<file path="src/rtl/scaled_bg_pkg.sv">
// scaled_bg_pkg: shared screen defaults, colour type and width helper for the background renderer
package scaled_bg_pkg;
   localparam int SCREEN_W_DEF = 640;
   localparam int SCREEN_H_DEF = 480;
   typedef struct packed {
      logic [3:0] r;
      logic [3:0] g;
      logic [3:0] b;
   } rgb4_t;
   function automatic int w_of(input int n);
      return n > 1 ? $clog2(n) : 1;
   endfunction
endpackage

</file>
<file path="src/rtl/raster_dda_step.sv">
// raster_dda_step: one-axis divider-free scaler tracking a wrapping texel counter and its address base
module raster_dda_step
   import scaled_bg_pkg::*;
#(
   parameter int SRC_N = 480,
   parameter int DST_N = 640,
   parameter int STEP = 1,
   parameter int BW = 18,
   localparam int CW = w_of(SRC_N),
   localparam int EW = w_of(SRC_N + DST_N)
) (
   input  logic          clk,
   input  logic          rst,
   input  logic          load,
   input  logic          step,
   input  logic [CW-1:0] load_cnt,
   input  logic [BW-1:0] load_base,
   output logic [BW-1:0] base
);
   logic [CW-1:0] cnt_q, cnt_d;
   logic [BW-1:0] base_q, base_d;
   logic [EW-1:0] err_q, err_d, sum;
   logic          inc, wrap;
   always_comb begin
      sum    = err_q + EW'(SRC_N);
      inc    = step && !load && sum >= EW'(DST_N);
      wrap   = cnt_q == CW'(SRC_N - 1);
      err_d  = load ? '0 : !step ? err_q : inc ? sum - EW'(DST_N) : sum;
      cnt_d  = load ? load_cnt : !inc ? cnt_q : wrap ? '0 : cnt_q + 1'b1;
      base_d = load ? load_base : !inc ? base_q : wrap ? '0 : base_q + BW'(STEP);
   end
   assign base = base_d;
   always_ff @(posedge clk)
      if (rst) begin
         cnt_q  <= '0;
         base_q <= '0;
         err_q  <= '0;
      end else begin
         cnt_q  <= cnt_d;
         base_q <= base_d;
         err_q  <= err_d;
      end
endmodule

</file>
<file path="src/rtl/scaled_bg_renderer.sv">
// scaled_bg_renderer: full-screen scaled indexed background with frame-synchronous scroll and transparent key
module scaled_bg_renderer
   import scaled_bg_pkg::*;
#(
   parameter int IMG_W = 480,
   parameter int IMG_H = 320,
   parameter int SCREEN_W = SCREEN_W_DEF,
   parameter int SCREEN_H = SCREEN_H_DEF,
   parameter int IDX_W = 4,
   parameter int TRANSP_EN = 1,
   parameter int TRANSP_IDX = 0,
   localparam int ADDR_W = w_of(IMG_W * IMG_H),
   localparam int XW = w_of(IMG_W),
   localparam int YW = w_of(IMG_H)
) (
   input  logic              vga_clk,
   input  logic              reset,
   input  logic [9:0]        DrawX,
   input  logic [9:0]        DrawY,
   input  logic              blank,
   input  logic [XW-1:0]     scroll_x,
   input  logic [YW-1:0]     scroll_y,
   input  logic              scroll_valid,
   output logic              scroll_ack,
   output logic              scroll_err,
   output logic [ADDR_W-1:0] rom_address,
   input  logic [IDX_W-1:0]  rom_q,
   output logic [IDX_W-1:0]  pal_index,
   input  logic [3:0]        pal_r,
   input  logic [3:0]        pal_g,
   input  logic [3:0]        pal_b,
   output logic [3:0]        red,
   output logic [3:0]        green,
   output logic [3:0]        blue,
   output logic              opaque
);
   logic              frame_start, scroll_ok, take, use_pend, y_step;
   logic              pend_q, pend_d, ack_q, ack_d, err_q, err_d, opaque_q, opaque_d;
   logic [XW-1:0]     pend_x_q, pend_x_d, app_x_q, app_x_d;
   logic [YW-1:0]     pend_y_q, pend_y_d, app_y_q, app_y_d;
   logic [ADDR_W-1:0] pend_base_q, pend_base_d, app_base_q, app_base_d;
   logic [ADDR_W-1:0] addr_q, addr_d, col, row_base;
   logic [9:0]        last_y_q, last_y_d;
   logic [1:0]        bl_q, bl_d;
   rgb4_t             rgb_q, rgb_d;
   always_comb begin
      frame_start = DrawX == '0 && DrawY == '0;
      scroll_ok   = {1'b0, scroll_x} < (XW+1)'(IMG_W) && {1'b0, scroll_y} < (YW+1)'(IMG_H);
      take        = scroll_valid && scroll_ok;
      use_pend    = frame_start && pend_q;
      pend_d      = take || (pend_q && !use_pend);
      pend_x_d    = take ? scroll_x : pend_x_q;
      pend_y_d    = take ? scroll_y : pend_y_q;
      pend_base_d = take ? ADDR_W'(scroll_y * IMG_W) : pend_base_q;
      app_x_d     = use_pend ? pend_x_q : app_x_q;
      app_y_d     = use_pend ? pend_y_q : app_y_q;
      app_base_d  = use_pend ? pend_base_q : app_base_q;
      ack_d       = use_pend;
      err_d       = scroll_valid && !scroll_ok;
      y_step      = DrawX == '0 && DrawY != last_y_q;
      last_y_d    = DrawX == '0 ? DrawY : last_y_q;
      addr_d      = row_base + col;
      bl_d        = {bl_q[0], blank};
      opaque_d    = bl_q[1] && !(TRANSP_EN != 0 && rom_q == IDX_W'(TRANSP_IDX));
      rgb_d       = opaque_d ? {pal_r, pal_g, pal_b} : '0;
   end
   raster_dda_step #(.SRC_N(IMG_W), .DST_N(SCREEN_W), .STEP(1), .BW(ADDR_W)) u_x (
      .clk(vga_clk), .rst(reset), .load(DrawX == '0), .step(1'b1),
      .load_cnt(app_x_d), .load_base(ADDR_W'(app_x_d)), .base(col)
   );
   raster_dda_step #(.SRC_N(IMG_H), .DST_N(SCREEN_H), .STEP(IMG_W), .BW(ADDR_W)) u_y (
      .clk(vga_clk), .rst(reset), .load(frame_start), .step(y_step),
      .load_cnt(app_y_d), .load_base(app_base_d), .base(row_base)
   );
   always_ff @(posedge vga_clk)
      if (reset) begin
         pend_q      <= '0;
         pend_x_q    <= '0;
         pend_y_q    <= '0;
         pend_base_q <= '0;
         app_x_q     <= '0;
         app_y_q     <= '0;
         app_base_q  <= '0;
         ack_q       <= '0;
         err_q       <= '0;
         last_y_q    <= '0;
         addr_q      <= '0;
         bl_q        <= '0;
         rgb_q       <= '0;
         opaque_q    <= '0;
      end else begin
         pend_q      <= pend_d;
         pend_x_q    <= pend_x_d;
         pend_y_q    <= pend_y_d;
         pend_base_q <= pend_base_d;
         app_x_q     <= app_x_d;
         app_y_q     <= app_y_d;
         app_base_q  <= app_base_d;
         ack_q       <= ack_d;
         err_q       <= err_d;
         last_y_q    <= last_y_d;
         addr_q      <= addr_d;
         bl_q        <= bl_d;
         rgb_q       <= rgb_d;
         opaque_q    <= opaque_d;
      end
   assign scroll_ack  = ack_q;
   assign scroll_err  = err_q;
   assign rom_address = addr_q;
   assign pal_index   = rom_q;
   assign red         = rgb_q.r;
   assign green       = rgb_q.g;
   assign blue        = rgb_q.b;
   assign opaque      = opaque_q;
endmodule
</file>
<file path="config.mk">
export PLATFORM = sky130hd
export DESIGN_NAME = scaled_bg_renderer
export DESIGN_NICKNAME = d
export VERILOG_FILES = /design/src/rtl/scaled_bg_pkg.sv /design/src/rtl/raster_dda_step.sv /design/src/rtl/scaled_bg_renderer.sv
export SDC_FILE = /design/constraint.sdc
export NUM_CORES = 1
export LEC_CHECK = 0
export CORE_MARGIN = 3
export CORE_UTILIZATION = 62
export DETAILED_ROUTE_END_ITERATION = 16
export MAX_ROUTING_LAYER = met4
export PLACE_DENSITY = 0.86
export SYNTH_ARGS = -nofsm -noshare
export SYNTH_HDL_FRONTEND = slang
export SYNTH_SLANG_ARGS = --single-unit
</file>
<file path="constraint.sdc">
create_clock -name vga_clk -period 10.49 [get_ports vga_clk]
set_clock_uncertainty 0.1 [all_clocks]
set_input_delay 2.098 -clock vga_clk [delete_from_list [all_inputs] [get_ports vga_clk]]
set_output_delay 2.098 -clock vga_clk [all_outputs]
set_load 0.02 [all_outputs]
</file>
==> results.toml <==
[global_route]
grt_pass1_wl_um = 35100
grt_max_degree = 64
antenna_found_initial = 0
grt_usage = 0.271
grt_overflow = 0
grt_pass1_vias = 7364

[power_and_ir_drop]
swShare = 0.290
power.density_mw_per_mm2 = 163
switching_power_mw = 0.506
leakage_nw = 3.99
p_int_mw = 1.24
clkPwrFrac = 0.364
pwr-share-seq = 0.423
combPwrFrac = 0.213
ir_worst_vdd_mv = 0.129

[run_status]
status = "finished, final reports clean"

[critical_path]
path_cells = "clkdlybuf4s50_1 -> nor4_1 -> and4_1 -> buf_4 -> o31ai_1 -> buf_4 -> nor2_1 -> a21oi_2 -> a22o_1 -> ha_1 -> fa_1 -> a21oi_1 -> o21ai_0 -> a2111oi_0 -> o211ai_1 -> and4_1 -> nor3_1 -> mux2_2"
crit_family = "compound AO/OA/AOI/OAI gates"
crit_fanout = 41
arrival_ns = 7.85
cp-startpoint = "DrawX[9]"
critPathSlowestCell = "a2111oi_0"
r2r_start = "u_x.err_q[5]"
startpoint_type = "input pin"
slowest_delay_ns = 0.83
crit_type = "in -> reg"
end_kind = "flop"
required_ns = 10.71
crit_buf_inv = 3

[finish]
ff_latch_area_mm2 = 0.00354
layout-drive-gt1-share = 0.0556
nets = 1222
num-fill-cells = 1033
post-route-util = 0.755
num_antenna_cells = 0
multi_input_area_mm2 = 0.00523
syn_to_final_growth_pct = 17.2

[timing]
hold_viol_final = 0
period_share = 0.727
slew_viol_final = 0
fmax_ghz = 0.131
slew_headroom = 0.201
final.setup.tns_ns = 0
whs_ns = 0.349
worst_slack_ns = 2.86
rsz0062_at_grt = "false"
fin_crit_ns = 7.63
setup_violations = 0
worstMarginPinSlew_ns = 1.20

[detailed_routing]
drtIter0Drc = 463
vias = 7715
antenna_left = 0
vias_per_cell = 5.95
dr.pass1.iters = 5
post_drt_wl_per_cell_um = 16.0
drc_errors = 0
wirelength_um = 20800

[synthesis]
mappedNetlistNets = 1158
avgSynthCellArea_um2 = 8.77
synthArstFlopShare = 0
yosys_warnings = 0
synth_edf_count = 0
yosysUniqueCellTypes = 71
yosys_most_used_dff = "dfxtp_1"
seq_area_frac_synth = 0.389
synth_area_mm2 = 0.00911
synth_seq_cells = 177
synth_cells = 1039

[floorplan]
dieArea_mm2 = 0.0162
ios = 95
die_height_um = 127
core.rowCount = 43
core_mm2 = 0.0141
die_w_um = 127
start_util = 0.644

[clocking]
post-cts-setup-buffers = 0
clk_path_buf_depth = 2
cts_max_level = 4
cts_resized = 0
cts.sinks = 177
cts_root_buf = "clkbuf_16"
clock_latency_ns = 0.43
ctsHoldBuffers = 0
path_clk_slew_ns = 0.06
cts_tree = "built"
cts_buffers = 17

[placed_design]
place_congestion = 0.892
port_buffers = 94
dp_hpwl_um = 14600
pre_cts_ws_ns = 2.54

[run]
maxCapViolations = 0

[min_path]
hold_path.class = "reg -> reg"
hp-start = "bl_q[0]"
## worst paths after layout
path | to | slack (ns) | cells past startpoint
worst max-delay path | rom_address[16] | 2.86 | 18
worst min-delay path | bl_q[1] | 0.35 | 1
worst max register to register | rom_address[16] | 4.54 | 21
worst min register to register | bl_q[1] | 0.35 | 1
## cell usage in the layout, fill, tap and decap left out, drive strengths merged, types with 4 or more instances in the layout
master	Yosys	final
o22ai	13	13
clkdlybuf4s50	0	93
nor4b	6	6
nand2b	5	5
xnor2	48	48
o21a	5	5
o2bb2ai	4	4
clkinv	0	6
ha	45	45
nor2	85	85
nand3	15	15
a211oi	28	28
clkbuf	41	18
o21ai	26	26
xor2	19	19
a311oi	4	4
dfxtp	177	177
fa	16	16
nand4	11	11
mux2i	25	25
and4	6	6
inv	20	23
buf	18	11
nand2	142	142
a22o	5	5
and3	19	19
a21o	9	9
nor3	21	21
o31a	4	4
nor3b	4	4
nand3b	4	4
a31oi	6	6
nor4	13	13
and2	40	40
or4	4	4
nor2b	14	14
a21oi	91	91
## worst reg2reg max path, stage by stage (launching register included)
cell	delay [ns]
dfxtp_1	0.49
inv_1	0.08
ha_1	0.30
xor2_1	0.23
ha_1	0.22
nand3_1	0.09
mux2i_1	0.14
nor4_2	0.24
buf_4	0.27
nand2b_1	0.28
nor2_1	0.07
a211oi_1	0.34
a21oi_1	0.08
ha_1	0.26
fa_1	0.42
a21oi_1	0.16
o21ai_0	0.18
a2111oi_0	0.83
o211ai_1	0.30
and4_1	0.25
nor3_1	0.18
mux2_2	0.35
## state kept, by name, indices dropped and copies added, names as in the netlist, 5 cells and up
name / count
u_x.base_q: 18
app_base_q: 18
u_x.err_q: 6
pend_base_q: 12
app_y_q: 9
last_y_q: 10
pend_x_q: 9
pend_y_q: 9
app_x_q: 9
rom_address: 18
u_y.err_q: 5
u_y.base_q: 18
u_x.cnt_q: 9
u_y.cnt_q: 9
## stage by stage
| step | power (mW) | instance area, um^2 | std cells |
|---|---|---|---|
| after floorplan | 1.03 | 9110 | 1039 |
| after global placement | 1.11 | 10100 | 1264 |
| after detailed placement | 1.12 | 10100 | 1264 |
| after CTS | 1.75 | 10700 | 1296 |
| after global routing | 1.83 | 10700 | 1296 |
| final | 1.74 | 10700 | 1296 |
## power by group through the flow
stage / logic [mW] / clock network (mW) / registers (mW)
3_3_place_gp: 0.358 / 0 / 0.751
2_1_floorplan: 0.287 / 0 / 0.739
3_5_place_dp: 0.367 / 0 / 0.753
5_1_grt: 0.415 / 0.668 / 0.742
4_1_cts: 0.370 / 0.641 / 0.737
6_report: 0.371 / 0.635 / 0.738
## Yosys cell counts (all sizes together), types with 19 or more instances
cell / count / area, um^2
clkbuf: 41 / 154
ha: 45 / 563
dfxtp: 177 / 3540
and3: 19 / 119
xnor2: 48 / 420
mux2i: 25 / 250
o21ai: 26 / 130
and2: 40 / 250
a21oi: 91 / 463
inv: 20 / 75.1
a211oi: 28 / 210
nor2: 85 / 319
xor2: 19 / 166
nand2: 142 / 533
nor3: 21 / 105
## final cells by class
class                   instances  area share
flip-flops and latches        177       0.332
inverters                      20     0.00703
clock buffers                  18      0.0411
clock inverters                14      0.0146
repair buffers                104      0.0949
multi-input cells             783       0.489
well taps                     180      0.0211
## routing by layer
metal  up-vias  track usage  wire length [um]
li1       3790            -                 -
met1      3611        0.358              9390
met2       272        0.426              9600
met3        42       0.0401              1180
met4         0        0.103               574
met5         -            -                 0
## cells by family (layout without fill, tap and decap cells)
group           Yosys count  after routing  share of synthesized area
simple gates            399            399                      0.217
buf+inv                  79            156                     0.0384
mux                      28             28                     0.0316
flops                   177            177                      0.389
fa+ha+maj                61             61                     0.0969
xor+xnor                 67             67                     0.0644
compound gates          228            228                      0.163
Power figures use the tool's default switching activity.
